`src/rtl/cargador_programa.sv`:
```
// cargador_programa: loads the instruction memory from a byte stream while holding the core in reset.
//   clk_i, rst_n_i          clock and asynchronous active-low reset
//   start_i                 pulse that begins a load (honoured in IDLE, DONE, ERROR)
//   byte_valid_i/byte_data_i received byte strobe and data
//   imem_we_o/addr/wdata    one-cycle write per assembled 32-bit little-endian word
//   cpu_rst_o               core reset, high while loading or after an aborted load
//   busy_o, done_o, error_o load in progress, last load completed, last load aborted
module cargador_programa #(
   parameter int ADDR_WIDTH     = 10,
   parameter int TIMEOUT_CYCLES = 1000000
) (
   input  logic                  clk_i,
   input  logic                  rst_n_i,
   input  logic                  start_i,
   input  logic                  byte_valid_i,
   input  logic [7:0]            byte_data_i,
   output logic                  imem_we_o,
   output logic [ADDR_WIDTH-1:0] imem_addr_o,
   output logic [31:0]           imem_wdata_o,
   output logic                  cpu_rst_o,
   output logic                  busy_o,
   output logic                  done_o,
   output logic                  error_o
);
   typedef enum logic [2:0] {IDLE, LEN_LO, LEN_HI, WORD, FLUSH, DONE, ERROR} state_t;
   localparam int TW = TIMEOUT_CYCLES > 1 ? $clog2(TIMEOUT_CYCLES) : 1;
   // 17 bits so that a full 2**16-word memory is still representable
   localparam logic [16:0] MAX_WORDS = 17'd1 << ADDR_WIDTH;
   state_t                state_q, state_d;
   logic [15:0]           count_q, count_d;
   logic [15:0]           widx_q, widx_d;
   logic [1:0]            bidx_q, bidx_d;
   logic [23:0]           word_q, word_d;
   logic [TW-1:0]         tmo_q, tmo_d;
   logic                  we_q, we_d;
   logic [ADDR_WIDTH-1:0] addr_q, addr_d;
   logic [31:0]           wdata_q, wdata_d;
   logic                  busy_q, busy_d;
   logic                  cpu_rst_q, cpu_rst_d;
   logic                  done_q, done_d;
   logic                  error_q, error_d;
   logic                  loading;
   logic [15:0]           len_full;
   always_comb begin
      state_d   = state_q;
      count_d   = count_q;
      widx_d    = widx_q;
      bidx_d    = bidx_q;
      word_d    = word_q;
      tmo_d     = tmo_q;
      we_d      = 1'b0;
      addr_d    = addr_q;
      wdata_d   = wdata_q;
      loading   = state_q inside {LEN_LO, LEN_HI, WORD};
      len_full  = {byte_data_i, count_q[7:0]};
      if (start_i && state_q inside {IDLE, DONE, ERROR}) begin
         state_d = LEN_LO;
         widx_d  = '0;
         bidx_d  = '0;
         tmo_d   = '0;
      end else if (loading && byte_valid_i) begin
         tmo_d = '0;
         case (state_q)
            LEN_LO: begin
               count_d[7:0] = byte_data_i;
               state_d      = LEN_HI;
            end
            LEN_HI: begin
               count_d = len_full;
               widx_d  = '0;
               bidx_d  = '0;
               state_d = len_full == 16'd0 ? FLUSH :
                         {1'b0, len_full} > MAX_WORDS ? ERROR : WORD;
            end
            default: begin
               // bytes 0..2 shift in from the top so byte 0 ends in the low lane
               word_d = {byte_data_i, word_q[23:8]};
               bidx_d = bidx_q + 2'd1;
               if (bidx_q == 2'd3) begin
                  we_d    = 1'b1;
                  addr_d  = widx_q[ADDR_WIDTH-1:0];
                  wdata_d = {byte_data_i, word_q};
                  widx_d  = widx_q + 16'd1;
                  state_d = widx_q == count_q - 16'd1 ? FLUSH : WORD;
               end
            end
         endcase
      end else if (loading) begin
         if (tmo_q == TW'(TIMEOUT_CYCLES - 1))
            state_d = ERROR;
         else
            tmo_d = tmo_q + TW'(1);
      end else if (state_q == FLUSH) begin
         state_d = DONE;
      end
      // status outputs are registered from the next state
      busy_d    = state_d inside {LEN_LO, LEN_HI, WORD, FLUSH};
      cpu_rst_d = state_d inside {LEN_LO, LEN_HI, WORD, FLUSH, ERROR};
      done_d    = state_d == DONE;
      error_d   = state_d == ERROR;
   end
   always_ff @(posedge clk_i or negedge rst_n_i) begin
      if (!rst_n_i) begin
         state_q   <= IDLE;
         count_q   <= '0;
         widx_q    <= '0;
         bidx_q    <= '0;
         word_q    <= '0;
         tmo_q     <= '0;
         we_q      <= 1'b0;
         addr_q    <= '0;
         wdata_q   <= '0;
         busy_q    <= 1'b0;
         cpu_rst_q <= 1'b0;
         done_q    <= 1'b0;
         error_q   <= 1'b0;
      end else begin
         state_q   <= state_d;
         count_q   <= count_d;
         widx_q    <= widx_d;
         bidx_q    <= bidx_d;
         word_q    <= word_d;
         tmo_q     <= tmo_d;
         we_q      <= we_d;
         addr_q    <= addr_d;
         wdata_q   <= wdata_d;
         busy_q    <= busy_d;
         cpu_rst_q <= cpu_rst_d;
         done_q    <= done_d;
         error_q   <= error_d;
      end
   end
   assign imem_we_o    = we_q;
   assign imem_addr_o  = addr_q;
   assign imem_wdata_o = wdata_q;
   assign cpu_rst_o    = cpu_rst_q;
   assign busy_o       = busy_q;
   assign done_o       = done_q;
   assign error_o      = error_q;
endmodule

```
`config.mk`:
```
export PLATFORM = sky130hd
export DESIGN_NAME = cargador_programa
export DESIGN_NICKNAME = d
export VERILOG_FILES = /design/src/rtl/cargador_programa.sv
export SDC_FILE = /design/constraint.sdc
export NUM_CORES = 1
export LEC_CHECK = 0
export ABC_AREA = 1
export CAP_MARGIN = 25
export CORE_MARGIN = 4
export CORE_UTILIZATION = 59
export CTS_BUF_LIST = sky130_fd_sc_hd__clkbuf_2 sky130_fd_sc_hd__clkbuf_4 sky130_fd_sc_hd__clkbuf_8
export DETAILED_ROUTE_END_ITERATION = 12
export PLACE_DENSITY = 0.82
export SETUP_SLACK_MARGIN = 0.4
export SYNTH_ARGS = -nofsm -noshare
export SYNTH_HDL_FRONTEND = slang
export SYNTH_SLANG_ARGS = --single-unit
```
`constraint.sdc`:
```
create_clock -name clk_i -period 2.5 [get_ports clk_i]
set_input_delay 0.5 -clock clk_i [delete_from_list [all_inputs] [get_ports clk_i]]
set_output_delay 0.5 -clock clk_i [all_outputs]
set_load 0.005 [all_outputs]
```
Word-level counts from Yosys, hierarchy flattened
Index checks and enable logic that the tools add are counted.
{ "word_totals": {"elab_cells": 82, "out_inout_bits": 47, "reg_bits": 128} }
{ "classes": {"mux": 25, "n_eq_ne": 17, "n_bitwise": 2, "n_lt_le_gt_ge": 1, "n_reduce_logical": 19, "add_sub_neg": 4} }
{ "ops": {"columns": ["cell", "count"], "rows": [
  ["20-bit 2-to-1 mux", 4],
  ["16-bit 2-to-1 mux", 3],
  ["16-bit one-hot mux with 2 select lines", 1],
  ["3-bit 2-to-1 mux", 9],
  ["20-bit by 1-bit adder with 20-bit output, second input constant", 1],
  ["20-bit equality test, second input constant", 1],
  ["3-bit equality test, second input constant", 6],
  ["16-bit by 1-bit adder with 16-bit output, second input constant", 1],
  ["16-bit equality test", 1],
  ["16-bit by 11-bit > comparator with 1-bit output, second input constant", 1],
  ["16-bit zero test", 1],
  ["16-bit by 1-bit subtractor with 16-bit output, second input constant", 1],
  ["3-bit by 2-bit equality test with 1-bit output, second input constant", 4],
  ["3-bit AND reduction", 4],
  ["3-bit nonzero test", 4],
  ["3-bit by 1-bit equality test with 1-bit output, second input constant", 2],
  ["3-bit one-hot mux with 2 select lines", 1],
  ["5-bit nonzero test", 1],
  ["1-bit 2-to-1 mux", 4],
  ["2-bit 2-to-1 mux", 2],
  ["2-bit one-hot mux with 2 select lines", 1],
  ["2-bit AND reduction", 2],
  ["4-bit AND reduction", 1],
  ["4-bit nonzero test", 1],
  ["other kinds (9)", 11]
]} }

Depth between registers and ports, before layout
{ "logic_depth": {"ltp_word": 9, "depth_mapped": 20} }

Worst setup path after synthesis
No wires, ideal clock.
{ "synth_timing": {"path_kind": "register -> register", "start": "register tmo_q[0]", "end": "register tmo_q[18]", "arrival_ns": 1.863, "stages_incl_launch_ff": 16, "path_slack_ns": 0.518, "setup_time_ns": 0.119, "path_buffers": 0, "synth_period_minus_slack_ns": 1.982, "path_cell_list": "dfrtp_1 > ha_1 > nand2_1 > inv_1 > nand3_1 > inv_1 > nand3_1 > nand2_1 > nand2_2 > inv_1 > nor2_2 > nand2_1 > nor4_4 > nand3_1 > nand2_1 > nor2_1"} }
{ "synth_between": {"elab_chain_cells": 5, "elab_cells_between_ends": 8} }
{ "synth_rtl": {"columns": ["item", "line", "source"], "rows": [
  ["start: declaration", "34", "logic [TW-1:0] tmo_q, tmo_d;"],
  ["start signal: assignment", "123", "tmo_q <= tmo_d;"],
  ["20-bit by 1-bit adder with 20-bit output", "92", "tmo_d = tmo_q + TW'(1);"],
  ["20-bit 2-to-1 mux", "89", "if (tmo_q == TW'(TIMEOUT_CYCLES - 1))"],
  ["20-bit 2-to-1 mux", "88", "end else if (loading) begin"],
  ["20-bit 2-to-1 mux", "61", "end else if (loading && byte_valid_i) begin"],
  ["20-bit 2-to-1 mux", "56", "if (start_i && state_q inside {IDLE, DONE, ERROR}) begin"]
]} }
Several ways; a longest one is shown, not always the timed one. The select of a mux whose other input is x is not followed.
A chain may end at the register's enable or synchronous reset.

Worst setup path after layout
{ "layout_timing": {"start": "register count_q[2]", "end": "register cpu_rst_q, in the netlist cpu_rst_o"} }
{ "layout_between": {"elab_chain_cells": 9, "elab_cells_between_ends": 17} }
{ "layout_rtl": {"columns": ["item", "line", "source"], "rows": [
  ["start: declaration", "30", "logic [15:0] count_q, count_d;"],
  ["start signal: assignment", "119", "count_q <= count_d;"],
  ["16-bit by 1-bit subtractor with 16-bit output", "84", "state_d = widx_q == count_q - 16'd1 ? FLUSH : WORD;"],
  ["16-bit equality test", "84", null],
  ["3-bit 2-to-1 mux", "84", null],
  ["3-bit 2-to-1 mux", "79", "if (bidx_q == 2'd3) begin"],
  ["3-bit one-hot mux with 2 select lines *", "63", "case (state_q)"],
  ["3-bit 2-to-1 mux *", "61", null],
  ["3-bit 2-to-1 mux *", "56", null],
  ["via state_d[0]", "29", "state_t state_q, state_d;"],
  ["3-bit by 1-bit equality test with 1-bit output (tied with other cells)", "98", "cpu_rst_d = state_d inside {LEN_LO, LEN_HI, WORD, FLUSH, ERROR};"],
  ["5-bit nonzero test *", "98", null],
  ["via cpu_rst_d", "39", "logic cpu_rst_q, cpu_rst_d;"],
  ["end signal: assignment", "128", "cpu_rst_q <= cpu_rst_d;"],
  ["end: declaration", "39", null]
]} }
The timed path passes the listed nets; every way through them passes the cells marked *.

==> out/results.ini <==
[routing]
first_iter_violations=371
drt_wl_total_mm=16.3
drtPass1Iterations=6
wire_per_inst_um=16.2
via_count=5637
route.detailed.drc=0
routed_via_density=5.61
antenna_left=0

[floorplanning]
design.core.area_um2=9950
pin_count=59
die_x_um=110
die_area_um2=12100
die_h_um=110
initial_core_util_pct=61.7
num_rows=36

[sta]
timing.fmax_ghz=0.449
hold_viol=0
relSlewSlack_pct=67.3
fin_crit_sh_pct=89.0
tns_ps=0
tightestPinTransition_ps=491
finClkSkew_ps=10.5
finalCriticalPeriod_ps=2230
setup_viol=0
drv_slew=0
rsz0062_at_grt=yes

[yosys]
synth.avg_cell_area_um2=8.12
seq_area_frac_synth_pct=52.2
ys_seq_elements=128
ys.flop_type=dfrtp_1
synth_cell_types=42
synth.most_common_cell=nand2_1
synthArstFlopShare_pct=100
ys.warnings.count=0
ys_top_cells_by_area=dfrtp_1 (52%), nand2_1 (14%), o21ai_0 (6.3%)
yosysTopAreaCell=dfrtp_1
synth_fp_nets=772
synth_area_um2=6140
synth_commonest_cells=nand2_1 (233), dfrtp_1 (128), inv_1 (91)
synth_edf_count=0
yosysTopAreaCellShare_pct=52.2
syn-instance-count=756

[grt]
use_met2_pct=47.3
gr-total-overflow=0
grt_pass1_wl_mm=26.1
gr-usage-all-layers_pct=27.9
grt_most_used_layer=met2
globalRouteMet3Util_pct=5.07
grt_pass1_vias=5654
use_met1_pct=34.8
grt_max_degree=67
antenna_found_initial=0

[pwr]
p_sw_share_pct=23.0
clkPwrFrac_pct=45.1
p_leak_nw=3.90
finalPower_w=0.00392
switchingPower_w=0.000902
vdd_drop_max_mv=0.387
internal_power_w=0.00302
p_seq_share_pct=52.8
power_density_nw_per_um2=501
p_comb_share_pct=2.2

[worst_setup_path]
critPathArrivalTime_ps=2610
worstSetupPathType=flip-flop to flip-flop
cp_common_cell=nand2_1
reg2regPathDepth=14
critPathRequiredTime_ps=2890
slowest_delay_ps=450
r2r_slack_ps=270
r2r_start=count_q[2]
cp_slowest_cell=dfrtp_1
critPathLaunchType=flip-flop
reg2reg_to=cpu_rst_o
critPathCaptureType=flip-flop
cp_cell_sequence=nor2_2 -> nand2_4 -> nor2_4 -> buf_4 -> nand2_1 -> nand2_1 -> nor4_1 -> nor2_1 -> nand2_1 -> a21oi_4 -> inv_2 -> nand2_2 -> nand2_1 -> inv_1
critPathMaxFanout=5

[worst_hold_path]
min_path_type=input pin to asynchronous set/reset pin

[clock_network]
cts_tree=yes
cts_sinks=128
cts_buffers=17
clkLatencyLatePin_ps=440
clk_pin_slew_ps=80
cts_root_buffer=clkbuf_8
cts_max_level=4
cts.path.max_buffers=2

[placed_design]
finalWeightedCongestion=0.938
port_buffers=58
place_inst=951
dp.final_hpwl_mm=10.8
place_area_um2=7000

[final_layout]
fill_cells=642
finalNonFillerCells=1005
drive_gt1_share_pct=18.3
area_growth_pct=27.6
diodes=0
fin_area_um2=7830
regArea_um2=3210
layout.nets=875
multi_input_comb_area_um2=2760

[job]
drv_cap=0

[outcome]
outcome=complete, no violations

## power groups by stage
stage	combinational, W	sequential [W]	clock, W
finish	0.0000858	0.00207	0.00177
global route	0.0000958	0.00207	0.00189
CTS	0.0000885	0.00207	0.00178
detailed placement	0.0000879	0.00211	0
global placement	0.0000857	0.00211	0
floorplan	0.00000796	0.00211	0
## sequential cells by signal (all words and copies together), names as in the netlist
name          flops
state_q           3
done_o            1
error_o           1
bidx_q            2
cpu_rst_o         1
widx_q           16
imem_addr_o      10
busy_o            1
word_q           24
imem_wdata_o     32
count_q          16
tmo_q            20
imem_we_o         1
## worst max-delay path: cells and delay by family (launching register included)
family / cells / cell delay, ps
compound gates: 1 / 170
buf+inv: 3 / 270
flops: 1 / 450
simple gates: 10 / 1270
## metal layers
layer,share of wire [%],wire [um],up-vias
met2,50,8070,247
met4,3.5,576,0
met1,41,6640,2696
met3,6.2,1010,71
met5,0,0,-
li1,-,-,2623
## logic make-up after synthesis
kind of cell	Yosys count	synth area share [%]
compound gates	121	10.6
xor+xnor	13	2.10
fa+ha+maj	4	0.816
buf+inv	108	6.79
flops	128	52.2
simple gates	382	27.5
## cell usage in the layout, fill, tap and decap left out, types with 16 or more instances in the layout
cell type        Yosys  routed
a21oi_1             26      26
buf_4                0      38
clkbuf_8             0      18
clkdlybuf4s50_1      0      57
dfrtp_1            128     121
inv_1               91      78
nand2_1            233     220
nand3_1             27      24
nor2_1              63      50
nor2_4               6      16
o21ai_0             77      73
## layout make-up
type | instances | share of cell area (%)
multi-input combinational | 520 | 35.2
sequential | 128 | 41.0
clock buffer | 19 | 3.26
timing repair buffer | 100 | 12.2
tap | 133 | 2.13
clock inverter | 13 | 1.73
inverter | 92 | 4.41
## through the flow
step	util (%)	hold WS (ps)	worst slack, ps
5_1_grt	78.6	47.2	162
6_report	78.6	24.1	274
2_1_floorplan	-	204	518
4_1_cts	75.6	23.7	385
3_3_place_gp	70.3	453	210
3_5_place_dp	70.3	457	149
## worst max-delay path by stage
stage	from	end	slack [ps]
2_1_floorplan	tmo_q[0]	tmo_q[18]	520
3_3_place_gp	byte_valid_i	tmo_q[19]	210
3_5_place_dp	byte_valid_i	tmo_q[19]	150
4_1_cts	count_q[2]	cpu_rst_o	380
5_1_grt	tmo_q[1]	tmo_q[18]	160
6_report	count_q[2]	cpu_rst_o	270
## repair_timing
item                                    in CTS  in global routing
pin swaps                                    5                 18
endpoints found under the hold margin        0                  0
hold buffers                                 0                  0
buffers inserted                            10                 12
resized for setup                           20                 62
endpoints found under the setup margin      13                 50
Note: power is estimated with default switching activity, not from simulation.
